==> src/rtl/rom_rd_arb.sv <==
// -----------------------------------------------------------------------------
// rom_rd_arb
// Multi-channel ROM read arbiter/controller. NUM_CH clients post burst read
// requests; a round-robin arbiter picks one client at a time. Each beat of the
// burst is one ROM access: the strobes are driven for one cycle, then the
// controller waits for rom_rd_data_vld and returns the word to the granted
// client.
//
// Ports
//   clk, reset_n        clock, asynchronous active-low reset
//   req_vld[NUM_CH]     per-channel request valid, held until req_rdy
//   req_addr            per-channel start address, ch i at [i*ADDR_WD +: ADDR_WD]
//   req_len             per-channel burst length minus one, ch i at [i*LEN_WD +: LEN_WD]
//   req_rdy[NUM_CH]     one-hot, single-cycle accept pulse
//   rsp_vld[NUM_CH]     one-hot, data beat valid for that channel
//   rsp_data            shared response data
//   rsp_last            final beat of the burst (qualified by rsp_vld)
//   rsp_err             burst aborted by the watchdog (with rsp_vld, rsp_last)
//   busy                burst in progress
//   rom_rd_addr         ROM address
//   CE_bar, OE_bar      ROM chip/output enable, active low
//   WE_bar              ROM write enable, always 1 (read-only)
//   rom_rd_data         ROM read data
//   rom_rd_data_vld     ROM read data valid strobe
//   state_dbg           current FSM state (IDLE=0, ISSUE=1, WAIT=2)
//
// Handshake: a client raises req_vld[i] with stable req_addr/req_len and
// keeps it up until it sees req_rdy[i] high for one cycle; that cycle is the
// transfer. Responses have no back-pressure: every rsp_vld pulse is one beat
// that the client must take.
//
// Build option: define ROM_TIMEOUT_EN to add a per-beat watchdog that ends the
// burst with rsp_err after TIMEOUT WAIT cycles without rom_rd_data_vld.
// Without it, WAIT holds indefinitely and rsp_err is tied low.
// -----------------------------------------------------------------------------
module rom_rd_arb #(
  parameter int NUM_CH    = 2,
  parameter int ADDR_WD   = 8,
  parameter int DATA_WD   = 8,
  parameter int ROM_DEPTH = 256,
  parameter int LEN_WD    = 4,
  parameter int TIMEOUT   = 15
) (
  input  logic                      clk,
  input  logic                      reset_n,
  input  logic [NUM_CH-1:0]         req_vld,
  input  logic [NUM_CH*ADDR_WD-1:0] req_addr,
  input  logic [NUM_CH*LEN_WD-1:0]  req_len,
  output logic [NUM_CH-1:0]         req_rdy,
  output logic [NUM_CH-1:0]         rsp_vld,
  output logic [DATA_WD-1:0]        rsp_data,
  output logic                      rsp_last,
  output logic                      rsp_err,
  output logic                      busy,
  output logic [ADDR_WD-1:0]        rom_rd_addr,
  output logic                      CE_bar,
  output logic                      OE_bar,
  output logic                      WE_bar,
  input  logic [DATA_WD-1:0]        rom_rd_data,
  input  logic                      rom_rd_data_vld,
  output logic [1:0]                state_dbg
);

  localparam int CH_WD = (NUM_CH > 1) ? $clog2(NUM_CH) : 1;

  // Elaboration-time guard against unsupported configurations.
  if (NUM_CH < 1 || NUM_CH > 8 || TIMEOUT < 1) begin : g_bad_param
    $error("rom_rd_arb: NUM_CH must be 1..8 and TIMEOUT at least 1");
  end

  typedef enum logic [1:0] {
    ST_IDLE  = 2'd0,
    ST_ISSUE = 2'd1,
    ST_WAIT  = 2'd2
  } state_t;

  state_t              state_q, state_d;
  logic [CH_WD-1:0]    rr_q, rr_d;
  logic [CH_WD-1:0]    gnt_q, gnt_d;
  logic [ADDR_WD-1:0]  addr_q, addr_d;
  logic [LEN_WD-1:0]   len_q, len_d;
  logic [LEN_WD-1:0]   beat_q, beat_d;
  logic [NUM_CH-1:0]   req_rdy_q, req_rdy_d;
  logic [NUM_CH-1:0]   rsp_vld_q, rsp_vld_d;
  logic [DATA_WD-1:0]  rsp_data_q, rsp_data_d;
  logic                rsp_last_q, rsp_last_d;
  logic                busy_q, busy_d;
  logic [ADDR_WD-1:0]  rom_addr_q, rom_addr_d;
  logic                ce_bar_q, ce_bar_d;
  logic                oe_bar_q, oe_bar_d;

`ifdef ROM_TIMEOUT_EN
  localparam int TO_WD = $clog2(TIMEOUT + 1);
  logic [TO_WD-1:0]    to_cnt_q, to_cnt_d;
  logic                rsp_err_q, rsp_err_d;
`endif

  // ---------------------------------------------------------------------------
  // Round-robin pick: first requester at or after rr_q, wrapping.
  // ---------------------------------------------------------------------------
  logic              arb_found;
  logic [CH_WD-1:0]  arb_idx;
  logic [CH_WD-1:0]  arb_cand;
  logic [CH_WD-1:0]  rr_next;

  always_comb begin
    arb_found = 1'b0;
    arb_idx   = '0;
    arb_cand  = '0;
    for (int k = 0; k < NUM_CH; k++) begin
      arb_cand = CH_WD'((int'(rr_q) + k) % NUM_CH);
      if (!arb_found && req_vld[arb_cand]) begin
        arb_found = 1'b1;
        arb_idx   = arb_cand;
      end
    end
  end

  assign rr_next = (int'(arb_idx) == NUM_CH - 1) ? '0 : arb_idx + CH_WD'(1);

  // ---------------------------------------------------------------------------
  // Next-state and output logic. All outputs are registered, so strobes and
  // responses appear the cycle after the state that decides them.
  // ---------------------------------------------------------------------------
  always_comb begin
    state_d    = state_q;
    rr_d       = rr_q;
    gnt_d      = gnt_q;
    addr_d     = addr_q;
    len_d      = len_q;
    beat_d     = beat_q;
    req_rdy_d  = '0;
    rsp_vld_d  = '0;
    rsp_data_d = rsp_data_q;
    rsp_last_d = 1'b0;
    busy_d     = busy_q;
    rom_addr_d = rom_addr_q;
    ce_bar_d   = 1'b1;
    oe_bar_d   = 1'b1;
`ifdef ROM_TIMEOUT_EN
    to_cnt_d   = to_cnt_q;
    rsp_err_d  = 1'b0;
`endif

    unique case (state_q)
      ST_IDLE: begin
        if (arb_found) begin
          req_rdy_d = NUM_CH'(1) << arb_idx;
          gnt_d     = arb_idx;
          addr_d    = req_addr[arb_idx*ADDR_WD +: ADDR_WD];
          len_d     = req_len[arb_idx*LEN_WD +: LEN_WD];
          beat_d    = '0;
          rr_d      = rr_next;
          busy_d    = 1'b1;
          state_d   = ST_ISSUE;
        end
      end

      ST_ISSUE: begin
        ce_bar_d   = 1'b0;
        oe_bar_d   = 1'b0;
        rom_addr_d = addr_q;
`ifdef ROM_TIMEOUT_EN
        to_cnt_d   = '0;
`endif
        state_d    = ST_WAIT;
      end

      ST_WAIT: begin
        if (rom_rd_data_vld) begin
          rsp_vld_d  = NUM_CH'(1) << gnt_q;
          rsp_data_d = rom_rd_data;
          rsp_last_d = (beat_q == len_q);
          if (beat_q == len_q) begin
            busy_d  = 1'b0;
            state_d = ST_IDLE;
          end else begin
            // Burst address wraps at the end of the populated ROM, not at 2**ADDR_WD.
            addr_d  = (addr_q == ADDR_WD'(ROM_DEPTH - 1)) ? '0 : addr_q + ADDR_WD'(1);
            beat_d  = beat_q + LEN_WD'(1);
            state_d = ST_ISSUE;
          end
        end
`ifdef ROM_TIMEOUT_EN
        // to_cnt_q counts completed WAIT cycles of this beat; the abort
        // fires at the end of the TIMEOUT-th one.
        else if (to_cnt_q == TO_WD'(TIMEOUT - 1)) begin
          rsp_vld_d  = NUM_CH'(1) << gnt_q;
          rsp_data_d = '0;
          rsp_last_d = 1'b1;
          rsp_err_d  = 1'b1;
          busy_d     = 1'b0;
          state_d    = ST_IDLE;
        end else begin
          to_cnt_d = to_cnt_q + TO_WD'(1);
        end
`endif
      end

      default: begin
        state_d = ST_IDLE;
      end
    endcase
  end

  // ---------------------------------------------------------------------------
  // State registers
  // ---------------------------------------------------------------------------
  always_ff @(posedge clk or negedge reset_n) begin
    if (!reset_n) begin
      state_q    <= ST_IDLE;
      rr_q       <= '0;
      gnt_q      <= '0;
      addr_q     <= '0;
      len_q      <= '0;
      beat_q     <= '0;
      req_rdy_q  <= '0;
      rsp_vld_q  <= '0;
      rsp_data_q <= '0;
      rsp_last_q <= 1'b0;
      busy_q     <= 1'b0;
      rom_addr_q <= '0;
      ce_bar_q   <= 1'b1;
      oe_bar_q   <= 1'b1;
    end else begin
      state_q    <= state_d;
      rr_q       <= rr_d;
      gnt_q      <= gnt_d;
      addr_q     <= addr_d;
      len_q      <= len_d;
      beat_q     <= beat_d;
      req_rdy_q  <= req_rdy_d;
      rsp_vld_q  <= rsp_vld_d;
      rsp_data_q <= rsp_data_d;
      rsp_last_q <= rsp_last_d;
      busy_q     <= busy_d;
      rom_addr_q <= rom_addr_d;
      ce_bar_q   <= ce_bar_d;
      oe_bar_q   <= oe_bar_d;
    end
  end

`ifdef ROM_TIMEOUT_EN
  always_ff @(posedge clk or negedge reset_n) begin
    if (!reset_n) begin
      to_cnt_q  <= '0;
      rsp_err_q <= 1'b0;
    end else begin
      to_cnt_q  <= to_cnt_d;
      rsp_err_q <= rsp_err_d;
    end
  end
  assign rsp_err = rsp_err_q;
`else
  assign rsp_err = 1'b0;
`endif

  assign req_rdy     = req_rdy_q;
  assign rsp_vld     = rsp_vld_q;
  assign rsp_data    = rsp_data_q;
  assign rsp_last    = rsp_last_q;
  assign busy        = busy_q;
  assign rom_rd_addr = rom_addr_q;
  assign CE_bar      = ce_bar_q;
  assign OE_bar      = oe_bar_q;
  assign WE_bar      = 1'b1;
  assign state_dbg   = state_q;

endmodule

==> config.mk <==
export PLATFORM = sky130hd
export DESIGN_NAME = rom_rd_arb
export DESIGN_NICKNAME = d
export VERILOG_FILES = /design/src/rtl/rom_rd_arb.sv
export SDC_FILE = /design/constraint.sdc
export NUM_CORES = 1
export LEC_CHECK = 0
export ABC_CLOCK_PERIOD_IN_PS = 1800
export CAP_MARGIN = 5
export CORE_ASPECT_RATIO = 1.1
export CORE_MARGIN = 2
export CORE_UTILIZATION = 37
export CTS_BUF_LIST = sky130_fd_sc_hd__clkbuf_8
export DETAILED_ROUTE_END_ITERATION = 12
export PLACE_DENSITY = 0.66
export RECOVER_POWER = 100
export SYNTH_ARGS = -nofsm -noshare
export SYNTH_HDL_FRONTEND = slang
export SYNTH_SLANG_ARGS = --single-unit
==> constraint.sdc <==
create_clock -name clk -period 1.8 [get_ports clk]
set_clock_uncertainty 0.05 [all_clocks]
set_input_delay 0.18 -clock clk [delete_from_list [all_inputs] [get_ports clk]]
set_output_delay 0.18 -clock clk [all_outputs]
set_load 0.02 [all_outputs]
==> results of run 1 <==
stage by stage:
stage / worst slack [ps] / instance area, µm² / hold slack (ps)
after floorplan: 196 / 2010 / -166
after global placement: -38.8 / 2810 / 110
after detailed placement: -65.8 / 2810 / 114
after CTS: 54.7 / 2910 / 327
after global routing: 6.21 / 2890 / 437
final: 58.9 / 2890 / 434
cells in the final DEF, fill, tap and decap left out, drive strengths merged, types with 3 or more instances in the layout:
master         instances
xnor2                  4
mux2                  23
nand4                  3
a21oi                  4
a311oi                 3
clkdlybuf4s50         39
buf                   13
nand3                  4
clkbuf                10
dfrtp                 42
inv                    3
mux2i                  3
and2                   3
dlygate4sd3           23
and3                   4
a22oi                  4
o21ai                 10
nand2                 14
nor2                  14
power by group:
part           switching, mW  total (mW)  leakage [nW]  internal [mW]
clock network          0.333       0.598        0.0453          0.266
logic                   1.15        2.23         0.672           1.08
registers              0.293        1.68         0.519           1.39
total                   1.78        4.52          1.24           2.74
worst paths after layout:
check / startpoint / endpoint / slack [ps] / cells past startpoint
max: state_dbg[1]$_DFFE_PN0P_ / state_dbg[1] / 60 / 1
min: gnt_q$_DFFE_PN0P_ / rsp_vld[0]$_DFF_PN0_ / 430 / 1
max reg2reg: beat_q[0]$_DFFE_PN0P_ / addr_q[2]$_DFFE_PN0P_ / 100 / 5
min reg2reg: gnt_q$_DFFE_PN0P_ / rsp_vld[0]$_DFF_PN0_ / 430 / 1
max in group asynchronous: reset_n / OE_bar$_DFF_PN1_ / 380 / 3
min in group asynchronous: reset_n / rsp_data[3]$_DFFE_PN0P_ / 570 / 2
cell families after synthesis:
group	count (synthesis)	share of synthesized area [%]
AOI/OAI and AO/OA	32	11.8
xor gates and xnor gates	5	2.18
adders and majority gates	2	1.25
buffers and inverters	12	3.24
DFF	43	53.7
muxes	26	14.4
other	2	0.374
and+or+nand+nor	50	13.0
per-layer routing:
| metal | vias up | GRT usage [%] |
|---|---|---|
| met5 | - | 0 |
| met4 | 0 | 5.82 |
| met3 | 6 | 4.34 |
| met2 | 44 | 26.6 |
| met1 | 783 | 20.7 |
| li1 | 767 | - |
registers in the layout, indices dropped and copies added (netlist names):
register / flops
addr_q: 8
rom_rd_addr: 8
rsp_data: 8
beat_q: 4
len_q: 4
req_rdy: 2
rsp_vld: 2
state_dbg: 2
OE_bar: 1
busy: 1
gnt_q: 1
rr_q: 1
rsp_last: 1
repair_timing:
| action | CTS | global route |
|---|---|---|
| hold buffers | 1 | 0 |
| setup endpoints to repair | 0 | 1 |
| buffers inserted | 0 | 0 |
| hold endpoints to repair | 19 | 0 |
| resized for setup | 0 | 1 |
area by class of cell:
cell class | instances | area (µm²)
fillers | 479 | 2400
flip-flops and latches | 43 | 1080
clock buffers | 5 | 68.8
inverters | 2 | 7.51
multi-input cells | 117 | 871
repair buffers | 80 | 751
well taps | 75 | 93.8
clock inverters | 3 | 16.3
==> impl_metrics.ini, run 1 <==
[outcome]
status = finished, final reports clean

[cts]
clk_path_buf_depth = 2
cts_tree = done
clock-sinks = 43
htreeDepth = 2
clk_pin_slew_ps = 90
clock-root-buffer = clkbuf_8
numCtsBuffers = 5
insertion_delay_ps = 300

[route]
routed_wl_mm = 4.63
post-route-drc-count = 0
top_layer = met4
wl_per_cell_um = 14.3
drtAntennaViolNets = 0
drtIter0Drc = 52
wl_met1_mm = 2.01
wl_met2_mm = 2.34
vias = 1600
drt_first_pass_iters = 4
dr_wl_met3_um = 207
vias_per_cell = 4.92

[die]
die_area_um2 = 6030
die_h_um = 81.2
rows = 28
core-area_um2 = 5290
die_w_um = 74.2
initial_core_util_pct = 37.9
ios = 65

[synth]
yosysTopAreaCell = dfrtp_1
ys_types = 42
synth_top_area_share_pct = 52.4
synth_nets = 211
synth_edf_count = 0
synth_warnings = 0
async_flop_share_pct = 100
dominantRegCellSynth = dfrtp_1
synth_seq_cells = 43
ys_top_cells_by_count = dfrtp_1, mux2_2, nand2_1
yosys.cell_count.top_type = dfrtp_1
syn_inst = 172
netlist_area_um2 = 2010
synth.avg_cell_area_um2 = 11.7
yosys-top-cells-area = dfrtp_1, mux2_2, nand2_1, o21ai_0, nor2_1
synth_seq_area_share_pct = 53.7

[grt]
grt.overflow.total = 0
antenna_found_initial = 0
grt_pass1_wl_mm = 7.29
gr-usage-all-layers_pct = 16.3
grt_pass1_vias = 1484
grt_max_degree = 25

[power]
p_per_area_nw_per_um2 = 1570
p_leak_nw = 1.24
p_total_mw = 4.52
ir_drop_v = 0.000769

[placed_design]
io_buffer_count = 62
place.gp.congestion = 0.778
dp_hpwl_mm = 3.44
placedCellCount = 316

[worst_setup_path]
worst_setup_path_end_kind = output port
crit_buf_inv = 1
required_ps = 1570
cp_slowest_cell = clkdlybuf4s50_1
cpPeakStageDelay_ps = 680
cp.arrival_ps = 1510
worstPathCellList = clkdlybuf4s50_1
crit_family = buffers and inverters
cp_max_fo = 10
path_class = reg2out
startpoint_type = flip-flop

[sta]
period_needed_ps = 1740
finalSetupViolations = 0
period_share_pct = 96.7
grt_setup_unrepaired = false
setup_tns_ps = 0
fmax_mhz = 574
slew_headroom_pct = 25.5
tightest_slew_ps = 1120
finalHoldViolations = 0
maxSlewViolCount = 0

[final_layout]
final_core_util_pct = 54.5
synthToLayoutAreaGrowth_pct = 43.9
final_nets = 288
post_layout_nonfiller_instances = 325
diodes = 0
drive_gt1_share_pct = 20.8

[job]
cap_violations = 0

[min_path]
hold_path_class = reg2reg
Power figures use the tool's default switching activity.
==> run 2: changes to the inputs <==
--- a/config.mk
+++ b/config.mk
@@ -11,7 +11,9 @@
 export CORE_MARGIN = 2
 export CORE_UTILIZATION = 37
 export CTS_BUF_LIST = sky130_fd_sc_hd__clkbuf_8
+export CTS_CLUSTER_SIZE = 10
 export DETAILED_ROUTE_END_ITERATION = 12
+export HOLD_SLACK_MARGIN = 0.15
 export PLACE_DENSITY = 0.66
 export RECOVER_POWER = 100
 export SYNTH_ARGS = -nofsm -noshare
==> results of run 2 <==
Same layout as run 1: the final DEF is identical, and so are final timing and power.
==> run 3: changes to the inputs <==
--- a/config.mk
+++ b/config.mk
@@ -8,7 +8,7 @@
 export ABC_CLOCK_PERIOD_IN_PS = 1800
 export CAP_MARGIN = 5
 export CORE_ASPECT_RATIO = 1.1
-export CORE_MARGIN = 2
+export CORE_MARGIN = 3
 export CORE_UTILIZATION = 37
 export CTS_BUF_LIST = sky130_fd_sc_hd__clkbuf_8
 export CTS_CLUSTER_SIZE = 10
==> impl_metrics.ini, run 3 (synthesized netlist as in run 1, its figures left out) <==
[route]
post-route-drc-count = 0
drtAntennaViolNets = 0
drt_first_pass_iters = 4
vias = 1574
routed_wl_mm = 4.71
wl_per_cell_um = 14.6
drtIter0Drc = 55
vias_per_cell = 4.87

[placed_design]
io_buffer_count = 62
place.gp.congestion = 0.763
postPlaceCellArea_um2 = 2790
dp_hpwl_mm = 3.58

[sta]
slew_headroom_pct = 25.5
grt_setup_unrepaired = false
tightest_slew_ps = 1120
maxSlewViolCount = 0
finalSetupViolations = 0
fmax_mhz = 582
period_share_pct = 95.4
finalHoldViolations = 0
period_needed_ps = 1720
whs_ps = 396

[worst_setup_path]
crit_path_end = state_dbg[1]
cp.arrival_ps = 1490
path_depth = 1
crit_start = state_dbg[1]$_DFFE_PN0P_
rrSetupSlack_ps = 90
crit_family = buffers and inverters
worst_setup_path_end_kind = output port
worstPathCellList = clkdlybuf4s50_1
cp_slowest_cell = clkdlybuf4s50_1
cp_max_fo = 10
required_ps = 1570
reg2regPathDepth = 5
startpoint_type = flip-flop
crit_buf_inv = 1
r2r-start = beat_q[2]$_DFFE_PN0P_
cpPeakStageDelay_ps = 680
r2r-end = addr_q[2]$_DFFE_PN0P_
path_class = reg2out

[cts]
numCtsBuffers = 5
post-cts-setup-buffer-count = 0
cts_tree = done
clock-root-buffer = clkbuf_8
insertion_delay_ps = 290
clock-sinks = 43
clk_path_buf_depth = 2
clk_pin_slew_ps = 80
htreeDepth = 2

[final_layout]
diodes = 0
fin_area_um2 = 2920
final_nets = 289
fillerInstances = 478
layout_common_cells = dfrtp_1, clkdlybuf4s50_1, dlygate4sd3_1
synthToLayoutAreaGrowth_pct = 45.4
drive_gt1_share_pct = 20.3
final_common_cell = dfrtp_1

[job]
cap_violations = 0

[min_path]
hp-start = gnt_q$_DFFE_PN0P_
hold_path_class = reg2reg

[grt]
antenna_found_initial = 0
grt.overflow.total = 0
grt_pass1_wl_mm = 8.10
gr-usage-all-layers_pct = 15.7
grt_max_degree = 21
grt_pass1_vias = 1645

[die]
die_h_um = 83.2
initial_core_util_pct = 39.1
ios = 65
die_area_um2 = 6340
core-area_um2 = 5130
rows = 27
die_w_um = 76.2

[power]
ir_drop_v = 0.00102
p_total_mw = 4.77
p_leak_nw = 1.25
p_per_area_nw_per_um2 = 1640

[outcome]
status = finished, final reports clean
==> run 3: cell types whose count changed in the layout (fill, tap and decap cells not counted), sizes merged <==
| cell | delta |
|---|---|
| bufinv | +2 |
| clkdlybuf4s50 | -2 |
| dlygate4sd3 | +2 |
| clkbuf | +1 |
| clkinv | -1 |
| clkinvlp | -1 |
==> run 3: final cells by class <==
class | instances | area (µm²) | area share (%)
tap | 72 | 90.1 | 3.09
clock inverter | 3 | 63.8 | 2.19
timing repair buffer | 81 | 744 | 25.5
multi-input combinational | 117 | 863 | 29.6
inverter | 2 | 7.51 | 0.258
clock buffer | 5 | 68.8 | 2.36
sequential | 43 | 1080 | 37.0
==> run 3: how the worst min path moves through the flow <==
stage,endpoint,depth (start not counted)
CTS,rsp_data[4]$_DFFE_PN0P_,2
finish,rsp_vld[0]$_DFF_PN0_,1
global route,rsp_vld[0]$_DFF_PN0_,1
floorplan,addr_q[0]$_DFFE_PN0P_,0
global placement,rsp_data[1]$_DFFE_PN0P_,1
detailed placement,rsp_data[6]$_DFFE_PN0P_,1
==> run 3: per-layer routing <==
layer / vias to the layer above / global-route usage (%) / part of all wire, %
li1: 769 / - / -
met1: 759 / 20.5 / 45
met2: 39 / 25.9 / 49
met3: 7 / 3.25 / 3.9
met4: 0 / 5.44 / 1.6
met5: - / 0 / 0
==> run 3: metrics by stage <==
step / setup slack, ps / TNS (ps) / std cells / utilization, %
4_1_cts: 76.1 / 0 / 323 / 57.1
3_5_place_dp: -51.7 / -86.8 / 314 / 54.3
2_1_floorplan: 196 / 0 / 172 / -
5_1_grt: 9.13 / 0 / 323 / 56.8
3_3_place_gp: 0.180 / 0 / 314 / 54.3
6_report: 82.5 / 0 / 323 / 56.8
==> run 3: what timing repair did <==
action | in CTS | in global routing
hold endpoints to repair | 18 | 0
gates resized for setup | 0 | 0
hold buffers | 1 | 0
==> run 3: power breakdown <==
part	internal [mW]	switching (mW)	total [mW]	leakage [nW]
logic	1.08	1.15	2.23	0.664
registers	1.39	0.267	1.66	0.519
clock network	0.549	0.329	0.878	0.0695
